<file path="config.mk">
export PLATFORM = sky130hd
export DESIGN_NAME = control_fsm_flat
export DESIGN_NICKNAME = d
export VERILOG_FILES = /design/src/rtl/control_fsm_pkg.sv /design/src/rtl/control_fsm_if.sv /design/src/rtl/control_fsm_out_dec.sv /design/src/rtl/control_fsm.sv /design/src/flat_wrapper.sv
export SDC_FILE = /design/constraint.sdc
export NUM_CORES = 1
export LEC_CHECK = 0
export ABC_AREA = 1
export BUFFER_PORTS_ARGS = -buffer_cell sky130_fd_sc_hd__buf_4
export CELL_PAD_IN_SITES_DETAIL_PLACEMENT = 2
export CELL_PAD_IN_SITES_GLOBAL_PLACEMENT = 2
export CORE_MARGIN = 1
export CORE_UTILIZATION = 16
export CTS_CLUSTER_DIAMETER = 60
export DETAILED_ROUTE_END_ITERATION = 6
export GPL_ROUTABILITY_DRIVEN = 0
export GPL_TIMING_DRIVEN = 0
export PLACE_DENSITY_LB_ADDON = 0.2
export SKIP_LAST_GASP = 1
export SYNTH_ARGS = -nofsm -noshare
export SYNTH_HDL_FRONTEND = slang
export SYNTH_SLANG_ARGS = --single-unit
</file>
<file path="constraint.sdc">
create_clock -name clk -period 1.15 [get_ports clk]
set_clock_uncertainty 0.1 [all_clocks]
set_input_delay 0.0575 -clock clk [delete_from_list [all_inputs] [get_ports clk]]
set_output_delay 0.0575 -clock clk [all_outputs]
set_load 0.1 [all_outputs]
</file>
<file path="src/rtl/control_fsm_pkg.sv">
// Shared types for the multicycle RV32I control FSM: state codes, opcodes,
// datapath mux/ALU encodings and the packed control bundle.
package control_fsm_pkg;

  localparam int OPCODE_W = 7;
  localparam int STATE_W  = 4;

  typedef enum logic [STATE_W-1:0] {
    S_FETCH    = 4'd0,
    S_DECODE   = 4'd1,
    S_MEMADR   = 4'd2,
    S_MEMREAD  = 4'd3,
    S_MEMWB    = 4'd4,
    S_MEMWRITE = 4'd5,
    S_EXECUTER = 4'd6,
    S_ALUWB    = 4'd7,
    S_EXECUTEI = 4'd8,
    S_JAL      = 4'd9,
    S_BEQ      = 4'd10,
    S_JALR     = 4'd11
  } state_t;

  localparam logic [OPCODE_W-1:0] OP_LOAD   = 7'b0000011;
  localparam logic [OPCODE_W-1:0] OP_STORE  = 7'b0100011;
  localparam logic [OPCODE_W-1:0] OP_RTYPE  = 7'b0110011;
  localparam logic [OPCODE_W-1:0] OP_ITYPE  = 7'b0010011;
  localparam logic [OPCODE_W-1:0] OP_JAL    = 7'b1101111;
  localparam logic [OPCODE_W-1:0] OP_BRANCH = 7'b1100011;
  localparam logic [OPCODE_W-1:0] OP_JALR   = 7'b1100111;

  localparam logic [1:0] SRCA_PC    = 2'b00;
  localparam logic [1:0] SRCA_OLDPC = 2'b01;
  localparam logic [1:0] SRCA_RS1   = 2'b10;

  localparam logic [1:0] SRCB_RS2  = 2'b00;
  localparam logic [1:0] SRCB_IMM  = 2'b01;
  localparam logic [1:0] SRCB_FOUR = 2'b10;

  localparam logic [2:0] ALUOP_ADD   = 3'b000;
  localparam logic [2:0] ALUOP_SUB   = 3'b001;
  localparam logic [2:0] ALUOP_RTYPE = 3'b010;
  localparam logic [2:0] ALUOP_ITYPE = 3'b011;

  localparam logic [1:0] RES_ALUOUT    = 2'b00;
  localparam logic [1:0] RES_MEMDATA   = 2'b01;
  localparam logic [1:0] RES_ALURESULT = 2'b10;

  typedef struct packed {
    logic       adr_src;
    logic       ir_write;
    logic       reg_write;
    logic       pc_update;
    logic       mem_write;
    logic       branch;
    logic [1:0] alu_src_a;
    logic [1:0] alu_src_b;
    logic [2:0] alu_op;
    logic [1:0] result_src;
  } ctrl_t;

endpackage

</file>
<file path="src/rtl/control_fsm_if.sv">
// Opcode in / control bundle out between the control FSM (master) and datapath (slave).
interface control_fsm_if;
  import control_fsm_pkg::*;

  logic [OPCODE_W-1:0] opcode;
  logic                AdrSrc;
  logic                IRWrite;
  logic                RegWrite;
  logic                PCUpdate;
  logic                MemWrite;
  logic                Branch;
  logic [1:0]          ALUSrcA;
  logic [1:0]          ALUSrcB;
  logic [2:0]          ALUOp;
  logic [1:0]          ResultSrc;
  logic [STATE_W-1:0]  FSMState;

  modport master (
    input  opcode,
    output AdrSrc, IRWrite, RegWrite, PCUpdate, MemWrite, Branch,
    output ALUSrcA, ALUSrcB, ALUOp, ResultSrc, FSMState
  );

  modport slave (
    output opcode,
    input  AdrSrc, IRWrite, RegWrite, PCUpdate, MemWrite, Branch,
    input  ALUSrcA, ALUSrcB, ALUOp, ResultSrc, FSMState
  );
endinterface

</file>
<file path="src/rtl/control_fsm_out_dec.sv">
// Combinational state -> control bundle decoder; zero latency, no backpressure.
// JALR state decode present only with CONTROL_FSM_JALR_EN.
module control_fsm_out_dec
  import control_fsm_pkg::*;
(
  input  state_t state,
  output ctrl_t  ctrl
);

  always_comb begin
    ctrl = '0;
    case (state)
      S_FETCH: begin
        ctrl.ir_write   = 1'b1;
        ctrl.pc_update  = 1'b1;
        ctrl.adr_src    = 1'b0;
        ctrl.alu_src_a  = SRCA_PC;
        ctrl.alu_src_b  = SRCB_FOUR;
        ctrl.alu_op     = ALUOP_ADD;
        ctrl.result_src = RES_ALURESULT;
      end
      // Branch/jump target is precomputed into ALUOut while the opcode decodes.
      S_DECODE: begin
        ctrl.alu_src_a = SRCA_OLDPC;
        ctrl.alu_src_b = SRCB_IMM;
        ctrl.alu_op    = ALUOP_ADD;
      end
      S_MEMADR: begin
        ctrl.alu_src_a = SRCA_RS1;
        ctrl.alu_src_b = SRCB_IMM;
        ctrl.alu_op    = ALUOP_ADD;
      end
      S_MEMREAD: begin
        ctrl.adr_src    = 1'b1;
        ctrl.result_src = RES_ALUOUT;
      end
      S_MEMWB: begin
        ctrl.reg_write  = 1'b1;
        ctrl.result_src = RES_MEMDATA;
      end
      S_MEMWRITE: begin
        ctrl.mem_write  = 1'b1;
        ctrl.adr_src    = 1'b1;
        ctrl.result_src = RES_ALUOUT;
      end
      S_EXECUTER: begin
        ctrl.alu_src_a = SRCA_RS1;
        ctrl.alu_src_b = SRCB_RS2;
        ctrl.alu_op    = ALUOP_RTYPE;
      end
      S_EXECUTEI: begin
        ctrl.alu_src_a = SRCA_RS1;
        ctrl.alu_src_b = SRCB_IMM;
        ctrl.alu_op    = ALUOP_ITYPE;
      end
      S_ALUWB: begin
        ctrl.reg_write  = 1'b1;
        ctrl.result_src = RES_ALUOUT;
      end
      S_JAL: begin
        ctrl.pc_update  = 1'b1;
        ctrl.alu_src_a  = SRCA_OLDPC;
        ctrl.alu_src_b  = SRCB_FOUR;
        ctrl.alu_op     = ALUOP_ADD;
        ctrl.result_src = RES_ALUOUT;
      end
      S_BEQ: begin
        ctrl.branch     = 1'b1;
        ctrl.alu_src_a  = SRCA_RS1;
        ctrl.alu_src_b  = SRCB_RS2;
        ctrl.alu_op     = ALUOP_SUB;
        ctrl.result_src = RES_ALUOUT;
      end
`ifdef CONTROL_FSM_JALR_EN
      S_JALR: begin
        ctrl.alu_src_a = SRCA_RS1;
        ctrl.alu_src_b = SRCB_IMM;
        ctrl.alu_op    = ALUOP_ADD;
      end
`endif
      default: ctrl = '0;
    endcase
  end

endmodule

</file>
<file path="src/rtl/control_fsm.sv">
// Moore main control FSM of the multicycle RV32I core; one state per clock, outputs from state only.
// No stalls or backpressure; CONTROL_FSM_JALR_EN adds the JALR state (code 11).
module control_fsm
  import control_fsm_pkg::*;
(
  input  logic          clk,
  input  logic          reset,
  control_fsm_if.master bus
);

  state_t state_q, state_d;
  logic   store_q, store_d;
  ctrl_t  ctrl;

  always_ff @(posedge clk or posedge reset) begin
    if (reset) begin
      state_q <= S_FETCH;
      store_q <= 1'b0;
    end else begin
      state_q <= state_d;
      store_q <= store_d;
    end
  end

  // Opcode is only valid in DECODE, so load vs store is remembered for MEMADR.
  always_comb begin
    state_d = S_FETCH;
    store_d = store_q;
    case (state_q)
      S_FETCH: state_d = S_DECODE;
      S_DECODE: begin
        store_d = (bus.opcode == OP_STORE);
        case (bus.opcode)
          OP_LOAD, OP_STORE: state_d = S_MEMADR;
          OP_RTYPE:          state_d = S_EXECUTER;
          OP_ITYPE:          state_d = S_EXECUTEI;
          OP_JAL:            state_d = S_JAL;
          OP_BRANCH:         state_d = S_BEQ;
`ifdef CONTROL_FSM_JALR_EN
          OP_JALR:           state_d = S_JALR;
`endif
          default:           state_d = S_FETCH;
        endcase
      end
      S_MEMADR:   state_d = store_q ? S_MEMWRITE : S_MEMREAD;
      S_MEMREAD:  state_d = S_MEMWB;
      S_MEMWB:    state_d = S_FETCH;
      S_MEMWRITE: state_d = S_FETCH;
      S_EXECUTER: state_d = S_ALUWB;
      S_EXECUTEI: state_d = S_ALUWB;
      S_JAL:      state_d = S_ALUWB;
      S_ALUWB:    state_d = S_FETCH;
      S_BEQ:      state_d = S_FETCH;
`ifdef CONTROL_FSM_JALR_EN
      S_JALR:     state_d = S_JAL;
`endif
      default:    state_d = S_FETCH;
    endcase
  end

  control_fsm_out_dec u_out_dec (
    .state (state_q),
    .ctrl  (ctrl)
  );

  assign bus.AdrSrc    = ctrl.adr_src;
  assign bus.IRWrite   = ctrl.ir_write;
  assign bus.RegWrite  = ctrl.reg_write;
  assign bus.PCUpdate  = ctrl.pc_update;
  assign bus.MemWrite  = ctrl.mem_write;
  assign bus.Branch    = ctrl.branch;
  assign bus.ALUSrcA   = ctrl.alu_src_a;
  assign bus.ALUSrcB   = ctrl.alu_src_b;
  assign bus.ALUOp     = ctrl.alu_op;
  assign bus.ResultSrc = ctrl.result_src;
  assign bus.FSMState  = state_q;

endmodule

</file>
<file path="src/flat_wrapper.sv">
// flat-port wrapper written by rule: the top's interface ports become plain ports
module control_fsm_flat import control_fsm_pkg::*;
  (clk, reset, bus_opcode, bus_AdrSrc, bus_IRWrite, bus_RegWrite, bus_PCUpdate, bus_MemWrite, bus_Branch, bus_ALUSrcA, bus_ALUSrcB, bus_ALUOp, bus_ResultSrc, bus_FSMState);
  control_fsm_if bus_i ();
  input  logic clk;
  input  logic reset;
  input wire logic [$bits(bus_i.opcode)-1:0] bus_opcode;
  output wire logic [$bits(bus_i.AdrSrc)-1:0] bus_AdrSrc;
  output wire logic [$bits(bus_i.IRWrite)-1:0] bus_IRWrite;
  output wire logic [$bits(bus_i.RegWrite)-1:0] bus_RegWrite;
  output wire logic [$bits(bus_i.PCUpdate)-1:0] bus_PCUpdate;
  output wire logic [$bits(bus_i.MemWrite)-1:0] bus_MemWrite;
  output wire logic [$bits(bus_i.Branch)-1:0] bus_Branch;
  output wire logic [$bits(bus_i.ALUSrcA)-1:0] bus_ALUSrcA;
  output wire logic [$bits(bus_i.ALUSrcB)-1:0] bus_ALUSrcB;
  output wire logic [$bits(bus_i.ALUOp)-1:0] bus_ALUOp;
  output wire logic [$bits(bus_i.ResultSrc)-1:0] bus_ResultSrc;
  output wire logic [$bits(bus_i.FSMState)-1:0] bus_FSMState;
  assign bus_i.opcode = bus_opcode;
  assign bus_AdrSrc = bus_i.AdrSrc;
  assign bus_IRWrite = bus_i.IRWrite;
  assign bus_RegWrite = bus_i.RegWrite;
  assign bus_PCUpdate = bus_i.PCUpdate;
  assign bus_MemWrite = bus_i.MemWrite;
  assign bus_Branch = bus_i.Branch;
  assign bus_ALUSrcA = bus_i.ALUSrcA;
  assign bus_ALUSrcB = bus_i.ALUSrcB;
  assign bus_ALUOp = bus_i.ALUOp;
  assign bus_ResultSrc = bus_i.ResultSrc;
  assign bus_FSMState = bus_i.FSMState;
  control_fsm u_core (.clk(clk), .reset(reset), .bus(bus_i));
endmodule
</file>
==> results of run 1 <==
## layout make-up
cell class / count / area, sq um
Sequential cell: 5 / 140
Inverter: 14 / 66.3
Multi-Input combinational cell: 60 / 504
Buffer: 2 / 27.5
Fill cell: 275 / 1220
Tap cell: 30 / 37.5
Clock buffer: 4 / 26.3
Timing Repair Buffer: 39 / 548
## path summary, 6_finish.rpt
| kind | from | to | slack, ns |
|---|---|---|---|
| worst max-delay path | u_core.bus.FSMState[3] | bus_ResultSrc[1] | -0.52 |
| worst min-delay path | bus_opcode[6] | u_core.store_q | 0.005 |
| worst max register to register | u_core.bus.FSMState[3] | u_core.bus.FSMState[1] | -0.27 |
| worst min register to register | u_core.store_q | u_core.store_q | 0.48 |
| max in group asynchronous | reset | u_core.bus.FSMState[1] | 0.55 |
| min in group asynchronous | reset | u_core.bus.FSMState[2] | 0.19 |
## sequential cells by signal, indices dropped and copies added (netlist names)
signal / cells
u_core.bus.FSMState: 4
u_core.store_q: 1
## worst register-to-register path, cell delays in order, from the launching register on
cell     delay, ns
dfrtp_4       0.52
nor2_4        0.21
nand2_1       0.13
buf_6         0.14
nor2_4        0.10
nand2_2       0.08
nand3_2       0.07
## metal layers
| metal | wire [um] | up-vias |
|---|---|---|
| met4 | 63 | 0 |
| met5 | 0 | - |
| met2 | 1490 | 22 |
| li1 | - | 338 |
| met3 | 72 | 6 |
| met1 | 1030 | 325 |
## kinds of logic (layout without fill, tap and decap cells)
kind of cell / Yosys count / count (layout) / synth area share
AND/OR/NAND/NOR: 50 / 50 / 0.457
buffers and inverters: 16 / 59 / 0.150
AO/OA/AOI/OAI: 9 / 9 / 0.106
flip-flops: 5 / 5 / 0.279
other: 1 / 1 / 0.00835
## per-stage QoR
stage / cells / hold WS, ns / setup TNS (ns) / power [mW] / area [sq um]
floorplan: 81 / -0.264 / -8.60 / 2.45 / 636
global placement: 137 / -0.134 / -5.14 / 2.87 / 868
finish: 154 / 0.00479 / -7.58 / 4.21 / 1350
detailed placement: 137 / -0.129 / -5.48 / 2.89 / 868
global route: 154 / 0.0361 / -8.79 / 4.35 / 1350
CTS: 150 / 0.00559 / -6.69 / 4.03 / 1260
## synthesized netlist by cell type (all sizes together)
| cell type | count | area, sq um |
|---|---|---|
| a21oi | 3 | 15.0 |
| buf | 2 | 15.0 |
| conb | 1 | 3.75 |
| dfrtp | 5 | 125 |
| inv | 14 | 52.6 |
| nand2 | 19 | 76.3 |
| nand3 | 5 | 25.0 |
| nand4 | 2 | 12.5 |
| nor2 | 23 | 86.3 |
| nor3 | 1 | 5.00 |
| o21ai | 4 | 20.0 |
| o22ai | 2 | 12.5 |
## placed cells by master, fill, tap and decap left out, types with 3 or more instances in the layout
| cell | n |
|---|---|
| nor2_4 | 12 |
| nor2_1 | 9 |
| nand3_1 | 3 |
| nand2_1 | 11 |
| buf_12 | 20 |
| inv_2 | 3 |
| clkbuf_4 | 3 |
| inv_1 | 7 |
| buf_4 | 16 |
| dfrtp_4 | 4 |
| buf_6 | 4 |
| nand2_2 | 3 |
| nand2_8 | 3 |
## timing repair
item / in CTS / in global routing
setup endpoints to repair: 23 / 23
hold buffers: 1 / 0
resized for setup: 70 / 14
pin swaps: 10 / 7
setup buffers: 9 / 4
hold endpoints to repair: 5 / 0
## power by group
group	leakage, nW	total (mW)	internal (mW)	switching, mW
Sequential	0.0605	0.333	0.230	0.103
Combinational	0.502	3.65	1.31	2.34
Clock	0.0150	0.225	0.133	0.0923
==> flow_summary.yaml, run 1 <==
timing:
  timing.fmax_ghz: 0.600
  final-setup-viol-count: 22
  min_period_ns: 1.67
  min_period_over_period: 1.45
  finalHoldViolations: 0
  finalWorstSetupSlack_ns: -0.517
  rsz0062_at_grt: "yes"
  slew_violations: 0
floorplan:
  core_area_sq_um: 2570
  die_y_um: 55.0
  ios: 28
  die_w_um: 55.0
  die_area_sq_um: 3020
  fp-row-count: 18
  start_util: 0.175
pwr:
  vdd_drop_max_uv: 2070
  p_leak_nw: 0.578
  pwr_density_cell_nw_per_um2: 3120
layout:
  finalNetCount: 134
  fin_util: 0.526
  diodes: 0
  drive_above_1_share: 0.685
  areaGrowthSynthToFinish_pct: 201
routing:
  first_iter_violations: 4
  wl_um: 2660
  route.detailed.drc: 0
  wl_per_cell_um: 17.3
  via_count: 691
  firstDrtPassIters: 4
  antenna_left: 0
  vias_per_cell: 4.49
placed_design:
  port-buffer-count: 26
  dp_slack_ns: -0.455
  dp_hpwl_um: 1440
logic_synthesis:
  ys.warnings.count: 0
  synthCells: 81
  ys_ff_latch: 5
  synth_fp_nets: 90
  avgSynthCellArea_sq_um: 5.55
  synth.distinct_cells: 13
  ys_seq_area_frac: 0.279
  netlist_area_sq_um: 449
clocking:
  cts-buffers-inserted: 3
  clk_pin_slew_ns: 0.05
  clock_latency_ns: 0.26
  cts.sinks: 5
  tritoncts: "yes"
  cts_buffer_depth: 2
  cts-root-buf: "clkbuf_4"
  htreeDepth: 1
status:
  violations: "negative setup slack"
  status: "finished, violations left"
worst_hold_path:
  hold_path_depth: 4
  hold_path_class: "input pin to register"
grt:
  grtUsageMet1: 0.188
  grt_first_pass_wirelength_um: 3700
  grt_usage: 0.183
  gr-usage-met3: 0.0246
  busiest_layer: "met2"
  grtUsageMet2: 0.355
  grt_max_degree: 8
  grt-ovfl-total: 0
  antenna_found_initial: 0
  grt_pass1_vias: 775
critical_path:
  crit_chain: "nor2_4 -> nand2_4 -> clkinvlp_4 -> buf_12 -> buf_12"
  worst-endpoint-required_ns: 0.99
  r2r.worst_path.cells: 6
  cpMostUsedCell: "buf_12"
  critPathBufInv: 3
  path_delay_family: "flip-flops"
  crit_slowest_cell: "dfrtp_4"
  arrival_ns: 1.51
  crit_type: "register to primary output"
  critPathMaxFanout: 5
  cp.depth: 5
  slowest_delay_ns: 0.52
  start_kind: "register"
  end_kind: "primary output"
run:
  max_cap_violations: 0
(Power assumes the default switching activity.)
==> run 2: changes to the inputs <==
- ABC_AREA: 1 -> not set
- CORE_UTILIZATION: 16 -> 20
==> flow_summary.yaml, run 2 <==
status:
  status: "finished, violations left"
  violations: "negative setup slack"
logic_synthesis:
  ys_seq_area_frac: 0.242
  synth_most_common_cell: "nor2_1"
  synth.top_cell.area_share: 0.242
  synthCells: 68
  synth.distinct_cells: 35
  yosys-top-cells-area: "dfrtp_1 (24%), nand2b_1 (8.5%), nor2_1 (5.8%)"
  synthTopCellsByCount: "nor2_1 (8), nand2b_1 (7), dfrtp_1 (5)"
  avgSynthCellArea_sq_um: 7.62
  synthArstFlopShare: 1.00
  synthFlopType: "dfrtp_1"
  synth_edf_count: 0
  yosys.area.top_type: "dfrtp_1"
  ys_ff_latch: 5
  netlist_area_sq_um: 518
  synth_fp_nets: 77
  ys.warnings.count: 0
critical_path:
  critPathMaxFanout: 6
  crit_type: "register to primary output"
  reg2reg_setup_slack_ns: -0.68
  crit_slowest_cell: "dfrtp_4"
  end_kind: "primary output"
  cpMostUsedCell: "buf_12"
  arrival_ns: 1.73
  critPathBufInv: 4
  start_kind: "register"
  path_delay_family: "buffers and inverters"
  worst-endpoint-required_ns: 0.99
  slowest_delay_ns: 0.50
  crit_chain: "buf_12 -> clkbuf_16 -> nor4_4 -> buf_6 -> buf_12"
timing:
  rsz0062_at_grt: "yes"
  min_period_ns: 1.89
  timing.fmax_ghz: 0.530
  finalHoldViolations: 0
  whs_ns: 0.000505
  slew_violations: 0
  finalWorstSetupSlack_ns: -0.736
  min_period_over_period: 1.64
  final-setup-viol-count: 22
  tns_ns: -11.41
clocking:
  tritoncts: "yes"
  clk_pin_slew_ns: 0.05
  clock_latency_ns: 0.27
  cts-buffers-inserted: 3
  cts.sinks: 5
  cts-root-buf: "clkbuf_4"
  cts_buffer_depth: 2
  htreeDepth: 1
worst_hold_path:
  hold_path_class: "input pin to register"
pwr:
  pwr_density_cell_nw_per_um2: 2660
  p_leak_nw: 0.598
  finalPower_mw: 3.92
  vdd_drop_max_uv: 2150
grt:
  grt-ovfl-total: 0
  antenna_found_initial: 0
  grt_pass1_vias: 780
  grtUsageMet1: 0.239
  grtUsageMet2: 0.441
  grt_max_degree: 11
  grt_usage: 0.220
  gr-usage-met3: 0.0316
  grt_first_pass_wirelength_um: 4260
  busiest_layer: "met2"
routing:
  first_iter_violations: 4
  route.detailed.drc: 0
  vias_per_cell: 5.01
  via_count: 742
  antenna_left: 0
  firstDrtPassIters: 4
  wl_per_cell_um: 22.9
  wl_um: 3400
layout:
  final_area_sq_um: 1470
  areaGrowthSynthToFinish_pct: 184
  finalNetCount: 128
  ff_latch_area_sq_um: 140
  largest_reg_flops: 4
  drive_above_1_share: 0.746
  diodes: 0
  multi_input_area_sq_um: 534
  layout_commonest_cell: "buf_4"
  fin_util: 0.600
  final_cells: 148
  nFillCells: 225
  final_cell_mix: "buf_4 (21), buf_12 (16), buf_6 (8), nand2b_1 (5)"
placed_design:
  port-buffer-count: 26
  dp_slack_ns: -0.657
  dp_hpwl_um: 1360
  dp.cells: 124
  place_area_sq_um: 936
floorplan:
  ios: 28
  die_area_sq_um: 2800
  fp-row-count: 18
  core_area_sq_um: 2450
  die_y_um: 52.9
  die_w_um: 52.9
  start_util: 0.211
run:
  max_cap_violations: 0
[run 2: cell types whose count changed in the layout (fill, tap and decap cells not counted), sizes merged, moves of 3 or more]
cell	change
buf	+9
clkbuf	+3
inv	-10
nand2	-17
nand2b	+7
nand3	-3
nor2	-15
nor3	+3
[run 2: final cells by class]
cell class,count,share of cell area
inverter,3,0.00765
multi-input combinational,52,0.363
buffer,8,0.0977
tap,30,0.0255
clock buffer,4,0.0178
timing repair buffer,46,0.393
sequential,5,0.0952
[run 2: power breakdown]
group / internal, mW / switching [mW] / leakage [nW] / total, mW
Clock: 0.133 / 0.0943 / 0.0150 / 0.227
Sequential: 0.224 / 0.0437 / 0.0604 / 0.268
Combinational: 1.22 / 2.20 / 0.522 / 3.42
[run 2: worst register-to-register path: cells and delay by family (launching register included)]
kind                   cells  cell delay (ns)
AND/OR/NAND/NOR            2             0.70
flip-flops                 1             0.49
buffers and inverters      2             0.29
AO/OA/AOI/OAI              1             0.19
[run 2: timing repair]
| item | CTS | global route |
|---|---|---|
| pin swaps | 11 | 10 |
| resized for setup | 58 | 20 |
| setup endpoints to repair | 21 | 22 |
| endpoints found under the hold margin | 6 | 0 |
| cloned | 0 | 0 |
| hold buffers | 2 | 0 |
| setup buffers | 9 | 9 |
[run 2: kinds of logic (layout without fill, tap and decap cells)]
group,after synthesis,in the layout,share of synthesized area
simple gates,36,36,0.423
other cells,1,1,0.00724
xor+xnor,2,2,0.0338
flops,5,5,0.242
compound gates,13,13,0.176
buf+inv,11,61,0.118
[run 2: final timing paths]
kind	from	endpoint	depth (start not counted)
worst max-delay path	u_core.bus.FSMState[1]	bus_ResultSrc[1]	5
worst min-delay path	bus_opcode[4]	u_core.bus.FSMState[2]	3
worst max register to register	u_core.bus.FSMState[3]	u_core.store_q	5
worst min register to register	u_core.store_q	u_core.store_q	1
max in group asynchronous	reset	u_core.bus.FSMState[3]	3
min in group asynchronous	reset	u_core.bus.FSMState[0]	3
[run 2: routing by layer]
layer / up-vias / wire length (um)
li1: 340 / -
met1: 375 / 1440
met2: 22 / 1820
met3: 5 / 95
met4: 0 / 47
met5: - / 0
==> run 3: changes to the inputs <==
- PLACE_DENSITY_LB_ADDON: 0.2 -> 0.1
==> flow_summary.yaml, run 3 (synthesis gave the netlist of run 2 again) <==
status:
  status: "finished, violations left"
  violations: "negative setup slack"
floorplan:
  start_util: 0.211
  die_area_sq_um: 2800
  core_area_sq_um: 2450
  ios: 28
  die_w_um: 52.9
  fp-row-count: 18
  die_y_um: 52.9
pwr:
  power.share.switching: 0.589
  power.net_switching_mw: 2.32
  finalPower_mw: 3.94
  p_int_mw: 1.62
  p_leak_nw: 0.579
  vdd_drop_max_uv: 2380
  p_comb_frac: 0.876
  pwr-share-clk: 0.056
  pwr_density_cell_nw_per_um2: 2720
  pwr-share-seq: 0.068
routing:
  antenna_left: 0
  route.detailed.drc: 0
  via_count: 741
  wl_per_cell_um: 23.6
  wl_um: 3470
  first_iter_violations: 7
  firstDrtPassIters: 4
  vias_per_cell: 5.04
layout:
  layout_commonest_cell: "buf_4"
  final_cell_mix: "buf_4 (22), buf_12 (16), buf_6 (9), nand2b_1 (5)"
  finalNetCount: 127
  areaGrowthSynthToFinish_pct: 179
  nFillCells: 231
  drive_above_1_share: 0.735
  largest_reg_flops: 4
  diodes: 0
clocking:
  cts-root-buf: "clkbuf_4"
  cts_buffer_depth: 2
  clock_latency_ns: 0.26
  tritoncts: "yes"
  cts-buffers-inserted: 3
  clk_pin_slew_ns: 0.05
  htreeDepth: 1
  cts.sinks: 5
timing:
  finalWorstSetupSlack_ns: -0.743
  rsz0062_at_grt: "yes"
  whs_ns: 0.00927
  min_period_ns: 1.89
  slew_violations: 0
  final-setup-viol-count: 22
  finalHoldViolations: 0
  timing.fmax_ghz: 0.528
  min_period_over_period: 1.65
critical_path:
  slowest_delay_ns: 0.51
  arrival_ns: 1.74
  crit_type: "register to primary output"
  worst-endpoint-required_ns: 0.99
  crit_slowest_cell: "dfrtp_4"
  critPathMaxFanout: 10
  end_kind: "primary output"
  crit_chain: "buf_8 -> nor2_1 -> nand2_2 -> a21oi_4 -> buf_12"
  start_kind: "register"
placed_design:
  dp_slack_ns: -0.681
  port-buffer-count: 26
  dp_hpwl_um: 1330
run:
  max_cap_violations: 0
grt:
  antenna_found_initial: 0
  grt_pass1_vias: 770
  grt_first_pass_wirelength_um: 4030
  grt_usage: 0.210
  grt_max_degree: 11
  grt-ovfl-total: 0
worst_hold_path:
  hold_path_class: "input pin to register"
==> run 3: final cells by class <==
| class | count | area, sq um | share of cell area |
|---|---|---|---|
| Sequential cell | 5 | 140 | 0.0968 |
| Tap cell | 30 | 37.5 | 0.0259 |
| Clock buffer | 4 | 26.3 | 0.0182 |
| Inverter | 3 | 11.3 | 0.00778 |
| Buffer | 8 | 149 | 0.103 |
| Timing Repair Buffer | 45 | 553 | 0.382 |
| Multi-Input combinational cell | 52 | 531 | 0.366 |
==> run 3: final timing paths <==
kind                                        start                      to  slack [ns]  depth (start not counted)
max reg2reg                u_core.bus.FSMState[1]          u_core.store_q       -0.69                          5
min                                 bus_opcode[4]  u_core.bus.FSMState[3]       0.009                          3
max                        u_core.bus.FSMState[2]            bus_ALUOp[1]       -0.74                          5
min in group asynchronous                   reset  u_core.bus.FSMState[1]        0.16                          3
max in group asynchronous                   reset  u_core.bus.FSMState[3]        0.59                          3
min reg2reg                        u_core.store_q          u_core.store_q        0.48                          1
==> run 3: what timing repair did <==
action	CTS	global route
pin swaps	12	8
gates resized for setup	63	15
endpoints found under the hold margin	5	0
buffers inserted	10	10
setup endpoints to repair	21	21
hold buffers	1	0
==> run 3: critical path, delay by kind of cell, from the launching register on <==
family / cells / cell delay [ns]
and+or+nand+nor: 2 / 0.39
buffers and inverters: 2 / 0.36
AOI/OAI and AO/OA: 1 / 0.20
DFF: 1 / 0.51
==> run 3: per-stage QoR <==
stage           util  setup TNS, ns  std cells  instance area (sq um)
6_report       0.590         -11.22        147                   1450
5_1_grt        0.590         -11.83        147                   1450
4_1_cts        0.541          -9.47        139                   1330
3_5_place_dp   0.381          -6.81        124                    936
3_3_place_gp   0.381          -6.57        124                    936
2_1_floorplan      -         -15.38         68                    703
==> run 3: per-layer routing <==
| layer | global-route usage | wire length [um] | vias up |
|---|---|---|---|
| met4 | 0.0395 | 104 | 0 |
| met5 | 0 | 0 | - |
| met3 | 0.0374 | 103 | 8 |
| met1 | 0.220 | 1440 | 370 |
| li1 | - | - | 339 |
| met2 | 0.424 | 1820 | 24 |
==> run 3: power by group through the flow <==
stage	logic (mW)	registers, mW	clock network (mW)
floorplan	1.85	0.482	0
global placement	2.43	0.282	0
detailed placement	2.45	0.284	0
CTS	3.12	0.263	0.214
global route	3.54	0.270	0.236
finish	3.45	0.266	0.222
